--- config.mk ---
export PLATFORM = sky130hd
export DESIGN_NAME = digit_scan_ctrl
export DESIGN_NICKNAME = d
export VERILOG_FILES = /design/src/rtl/digit_scan_ctrl.sv
export SDC_FILE = /design/constraint.sdc
export NUM_CORES = 1
export LEC_CHECK = 0
export CORE_MARGIN = 5
export CORE_UTILIZATION = 40
export CTS_BUF_LIST = sky130_fd_sc_hd__clkbuf_2 sky130_fd_sc_hd__clkbuf_4 sky130_fd_sc_hd__clkbuf_8
export CTS_CLUSTER_DIAMETER = 150
export DETAILED_ROUTE_END_ITERATION = 12
export PLACE_DENSITY = 0.62
export SETUP_SLACK_MARGIN = 0.3
export SLEW_MARGIN = 10
export SYNTH_ARGS = -nofsm -noshare
export SYNTH_HDL_FRONTEND = slang
export SYNTH_SLANG_ARGS = --single-unit
export TNS_END_PERCENT = 100
--- constraint.sdc ---
create_clock -name sys_clk -period 4.7 [get_ports sys_clk]
set_clock_uncertainty 0.05 [all_clocks]
set_input_delay 1.41 -clock sys_clk [delete_from_list [all_inputs] [get_ports sys_clk]]
set_output_delay 1.41 -clock sys_clk [all_outputs]
set_load 0.01 [all_outputs]
--- src/rtl/digit_scan_ctrl.sv ---
// Select-code sequencer for a 3-8 decoder.
// Supports timed or stepped scanning with blanking on every select change.
module digit_scan_ctrl #(
    parameter int unsigned TICK_DIV  = 50000,
    parameter int unsigned BLANK_CYC = 4
) (
    input  logic       sys_clk,
    input  logic       sys_rst,
    input  logic       run,
    input  logic       step,
    input  logic [7:0] mask,
    output logic       A0,
    output logic       A1,
    output logic       A2,
    output logic       blank,
    output logic       wrap
);

    localparam int DW = (TICK_DIV > 1) ? $clog2(TICK_DIV) : 1;
    localparam int BW = (BLANK_CYC > 1) ? $clog2(BLANK_CYC) : 1;

    typedef enum logic [1:0] {
        ST_IDLE,
        ST_BLANK,
        ST_SHOW
    } state_e;

    state_e          state_q, state_d;
    logic [2:0]      idx_q, idx_d;
    logic [DW-1:0]   dwell_q, dwell_d;
    logic [BW-1:0]   bcnt_q, bcnt_d;
    logic            blank_q, blank_d;
    logic            wrap_q, wrap_d;

    logic [2:0]      nxt_idx;
    logic [2:0]      low_idx;
    logic            found;
    logic            advance;

    // Cyclic search from idx+1 around to idx itself.
    always_comb begin
        nxt_idx = idx_q;
        found   = 1'b0;
        for (int k = 1; k <= 8; k++) begin
            if (!found && mask[idx_q + 3'(k)]) begin
                nxt_idx = idx_q + 3'(k);
                found   = 1'b1;
            end
        end
    end

    always_comb begin
        low_idx = 3'd0;
        for (int i = 7; i >= 0; i--) begin
            if (mask[i]) begin
                low_idx = 3'(i);
            end
        end
    end

    assign advance = (run && (dwell_q == DW'(TICK_DIV - 1)))
                   || (!run && step)
                   || !mask[idx_q];

    always_comb begin
        state_d = state_q;
        idx_d   = idx_q;
        dwell_d = dwell_q;
        bcnt_d  = bcnt_q;
        wrap_d  = 1'b0;
        if (mask == 8'h00) begin
            state_d = ST_IDLE;
        end else begin
            unique case (state_q)
                ST_IDLE: begin
                    idx_d   = low_idx;
                    state_d = ST_BLANK;
                    bcnt_d  = '0;
                end
                ST_BLANK: begin
                    if (bcnt_q == BW'(BLANK_CYC - 1)) begin
                        state_d = ST_SHOW;
                        dwell_d = '0;
                    end else begin
                        bcnt_d = bcnt_q + BW'(1);
                    end
                end
                ST_SHOW: begin
                    dwell_d = run ? dwell_q + DW'(1) : '0;
                    if (advance) begin
                        if (nxt_idx != idx_q) begin
                            idx_d   = nxt_idx;
                            state_d = ST_BLANK;
                            bcnt_d  = '0;
                            wrap_d  = (nxt_idx <= idx_q);
                        end else begin
                            dwell_d = '0;
                        end
                    end
                end
                default: state_d = ST_IDLE;
            endcase
        end
        blank_d = (state_d != ST_SHOW);
    end

    always_ff @(posedge sys_clk or posedge sys_rst) begin
        if (sys_rst) begin
            state_q <= ST_IDLE;
            idx_q   <= 3'd0;
            dwell_q <= '0;
            bcnt_q  <= '0;
            blank_q <= 1'b1;
            wrap_q  <= 1'b0;
        end else begin
            state_q <= state_d;
            idx_q   <= idx_d;
            dwell_q <= dwell_d;
            bcnt_q  <= bcnt_d;
            blank_q <= blank_d;
            wrap_q  <= wrap_d;
        end
    end

    assign {A2, A1, A0} = idx_q;
    assign blank        = blank_q;
    assign wrap         = wrap_q;

endmodule

==> summary.txt <==
Logic synthesis
  • Synth cell types: 56
  • Area contributors post-synth: dfrtp_1 (27%), mux4_2 (10%), nand2_1 (5.3%), o21ai_0 (4.1%), ha_1 (4.0%)
  • Synth cell count leaders: nand2_1 (31), dfrtp_1 (24), nor2_1 (22)
  • Flop and latch count out of synthesis: 25
  • Syn_nets: 272
  • Synth warn: 0
  • Mapped Area: 2210 um2
  • Most numerous cell in the Yosys netlist: nand2_1
  • EDFF count, synth: 0
  • Async SR Flop Fraction: 1.00
  • Synth top area share: 0.272
  • Sequential fraction of the synthesis area: 0.284
  • Mapped Cells: 253
  • Main synth FF type: dfrtp_1
  • Largest area contributor in the netlist: dfrtp_1
  • Mean Syn Cell Area: 8.73 um2

Route
  • Vias post-DR: 2,217
  • Metal2 WL: 3100 um
  • Residual DRC: 0
  • Initial drt markers: 96
  • Highest Signal Layer: met4
  • Post-route met1 wirelength: 2620 um
  • Drt first pass iters: 4
  • Routed wire per std cell: 14.4 um
  • Antenna-violating nets left: 0
  • Metal3 WL: 96 um
  • WL final: 5890 um
  • Via/cell ratio: 5.41

Clock network
  • Post-CTS Hold Buffers: 0
  • TritonCTS buffer count: 3
  • Clock Latency Late Sink: 0.27 ns
  • Root buf cell: clkbuf_8
  • CTS tree: built
  • H-tree levels: 1
  • Sink Count: 25
  • Reg clk slew, reported paths: 0.10 ns
  • CTS max path bufs: 2

Die
  • Starting Density: 0.406
  • Die ar.: 7110 um2
  • Row count: 27
  • I/O pin total: 17
  • Die X: 84.3 um
  • Chip height: 84.3 um
  • Core area: 5440 um2

Global routing
  • Gr ovfl total: 0
  • Global Route Usage Sum: 0.162
  • Largest net degree at the start of global routing: 26
  • Vias in the first global route: 2,123
  • Initial antenna violation count: 0
  • First-pass GRT wire length: 9620 um

Timing
  • Slew HR: 0.357
  • RSZ-0062 raised after global routing: yes
  • Final period util: 0.963
  • Final Hold Fails: 0
  • Setup TNS: 0 ns
  • Fmax: 0.221 GHz
  • Worst Max-Slew Pin Slew: 0.964 ns
  • Final setup fails: 0
  • Max-slew violation count: 0
  • Final Critical Period: 4.53 ns

Worst setup path
  • CP Class: in2reg
  • Crit path max-delay family: simple AND/OR/NAND/NOR gates
  • Worst path slowest cell: mux4_2
  • CP startpoint kind: input port
  • Buffers & Inverters on Critical Path: 3
  • Worst-path cell chain: buf_6 -> mux4_2 -> mux2_4 -> nor4b_4 -> nand2_2 -> or2_4 -> o211ai_1 -> xnor2_1 -> ha_1 -> nand3_2 -> a21bo_1 -> a211oi_2 -> buf_4 -> buf_6 -> and3_4 -> a221o_1
  • Critical Path RT: 4.81 ns
  • R2r setup slk: 0.45 ns
  • CP max FO: 6
  • CP endpoint kind: flip-flop
  • Slowest Stage Delay on Critical Path: 0.46 ns
  • Critical path data arrival time: 4.64 ns
  • Most frequent cell on the critical path: buf_6
  • R2R cell count: 25
  • CP Depth: 16

Pwr
  • Combinational Power Share: 0.813
  • Sequential share of power: 0.129
  • Worst vdd ir: 307 uV
  • Sw Share: 0.406
  • Psw: 916 uW
  • Leak: 0.00139 uW
  • Clock power frac: 0.058
  • Pwr per Cell Area: 710 nW/um2
  • Pint: 1340 uW

Placement
  • Final Wtd Congestion: 0.843
  • Post-DP HPWL: 4240 um
  • DP Cell Count: 382
  • I/O Buffers: 16
  • Area post-placement: 2840 um2

Layout
  • Final Cell Area: 3170 um2
  • Post-layout util: 0.584
  • Final net count: 358
  • Layout cell share with drive strength beyond 1: 0.388
  • Non-Filler Instances: 410
  • Area delta synth->final: 43.7%
  • Fillers: 470
  • # diodes: 0

Run
  • Max cap viols: 0

Status
  • Outcome: complete, no violations

Min path
  • Worst Hold Class: reg2reg
  • Hold Path Depth: 2
-- power groups by stage --
| stage | logic, uW | registers, uW | clock network (uW) |
|---|---|---|---|
| floorplan | 870 | 286 | 0 |
| global placement | 1390 | 292 | 0 |
| detailed placement | 1400 | 293 | 0 |
| CTS | 1680 | 288 | 137 |
| global route | 1980 | 296 | 145 |
| finish | 1830 | 291 | 130 |
-- timing repair --
item / 4_1_cts / 5_1_grt
resized for setup: 55 / 25
pin swaps: 11 / 16
hold endpoints to repair: 0 / 0
endpoints found under the setup margin: 25 / 20
buffers inserted: 20 / 4
-- final cells by class --
| type | instances | area (um2) | area share |
|---|---|---|---|
| multi-input combinational | 206 | 1600 | 0.503 |
| timing repair buffer | 90 | 764 | 0.241 |
| sequential | 25 | 627 | 0.197 |
| tap | 72 | 90.1 | 0.0284 |
| inverter | 13 | 48.8 | 0.0154 |
| clock buffer | 3 | 41.3 | 0.0130 |
| clock inverter | 1 | 7.51 | 0.00237 |
-- worst min-delay path, delay by kind of cell (launching register included) --
kind               cells  cell delay (ns)
DFF                    1             0.36
and+or+nand+nor        1             0.05
AOI/OAI and AO/OA      1             0.05
-- layer usage --
layer / GRT usage / vias to the layer above
met3: 0.0157 / 8
met4: 0.0468 / 0
met1: 0.199 / 1082
li1: - / 1104
met5: 0 / -
met2: 0.298 / 23
-- cells in the final DEF, fill, tap and decap left out, drive strengths merged, types with 7 or more instances in the layout --
master and n:
a21oi 17, buf 82, clkdlybuf4s50 8, dfrtp 24, ha 7, inv 13
mux2i 8, mux4 10, nand2 32, nand3 8, nor2 22, nor3 7
o21ai 19, xnor2 8
-- flip-flops by register name (all words and copies together), names as in the netlist --
name,count
bcnt_q,2
state_q,2
dwell_q,16
wrap,1
blank,1
idx_q,3
-- path summary, 6_finish.rpt --
path | start | endpoint
min in group asynchronous | sys_rst | wrap$_DFF_PP0_
worst max-delay path | mask[5] | idx_q[1]$_DFFE_PP0P_
max in group asynchronous | sys_rst | dwell_q[3]$_DFFE_PP0P_
worst min register to register | bcnt_q[1]$_DFFE_PP0P_ | bcnt_q[1]$_DFFE_PP0P_
worst min-delay path | bcnt_q[1]$_DFFE_PP0P_ | bcnt_q[1]$_DFFE_PP0P_
worst max register to register | idx_q[1]$_DFFE_PP0P_ | idx_q[0]$_DFFE_PP0P_
-- stage by stage --
stage	hold slack (ns)	worst slack, ns	power (uW)
after floorplan	0.404	-0.0523	1160
after global placement	0.415	-0.536	1680
after detailed placement	0.428	-0.553	1690
after CTS	0.452	0.211	2110
after global routing	0.483	0.0933	2420
final	0.446	0.174	2250
-- logic make-up (layout without fill, tap and decap cells) --
family          Yosys count  in the layout  share of synthesized area
buf+inv                  22            107                     0.0419
fa+ha+maj                 7              7                     0.0397
compound gates           62             62                      0.184
flops                    25             25                      0.284
simple gates            103            103                      0.239
mux                      23             23                      0.165
xor+xnor                 11             11                     0.0470
Power figures use the tool's default switching activity.
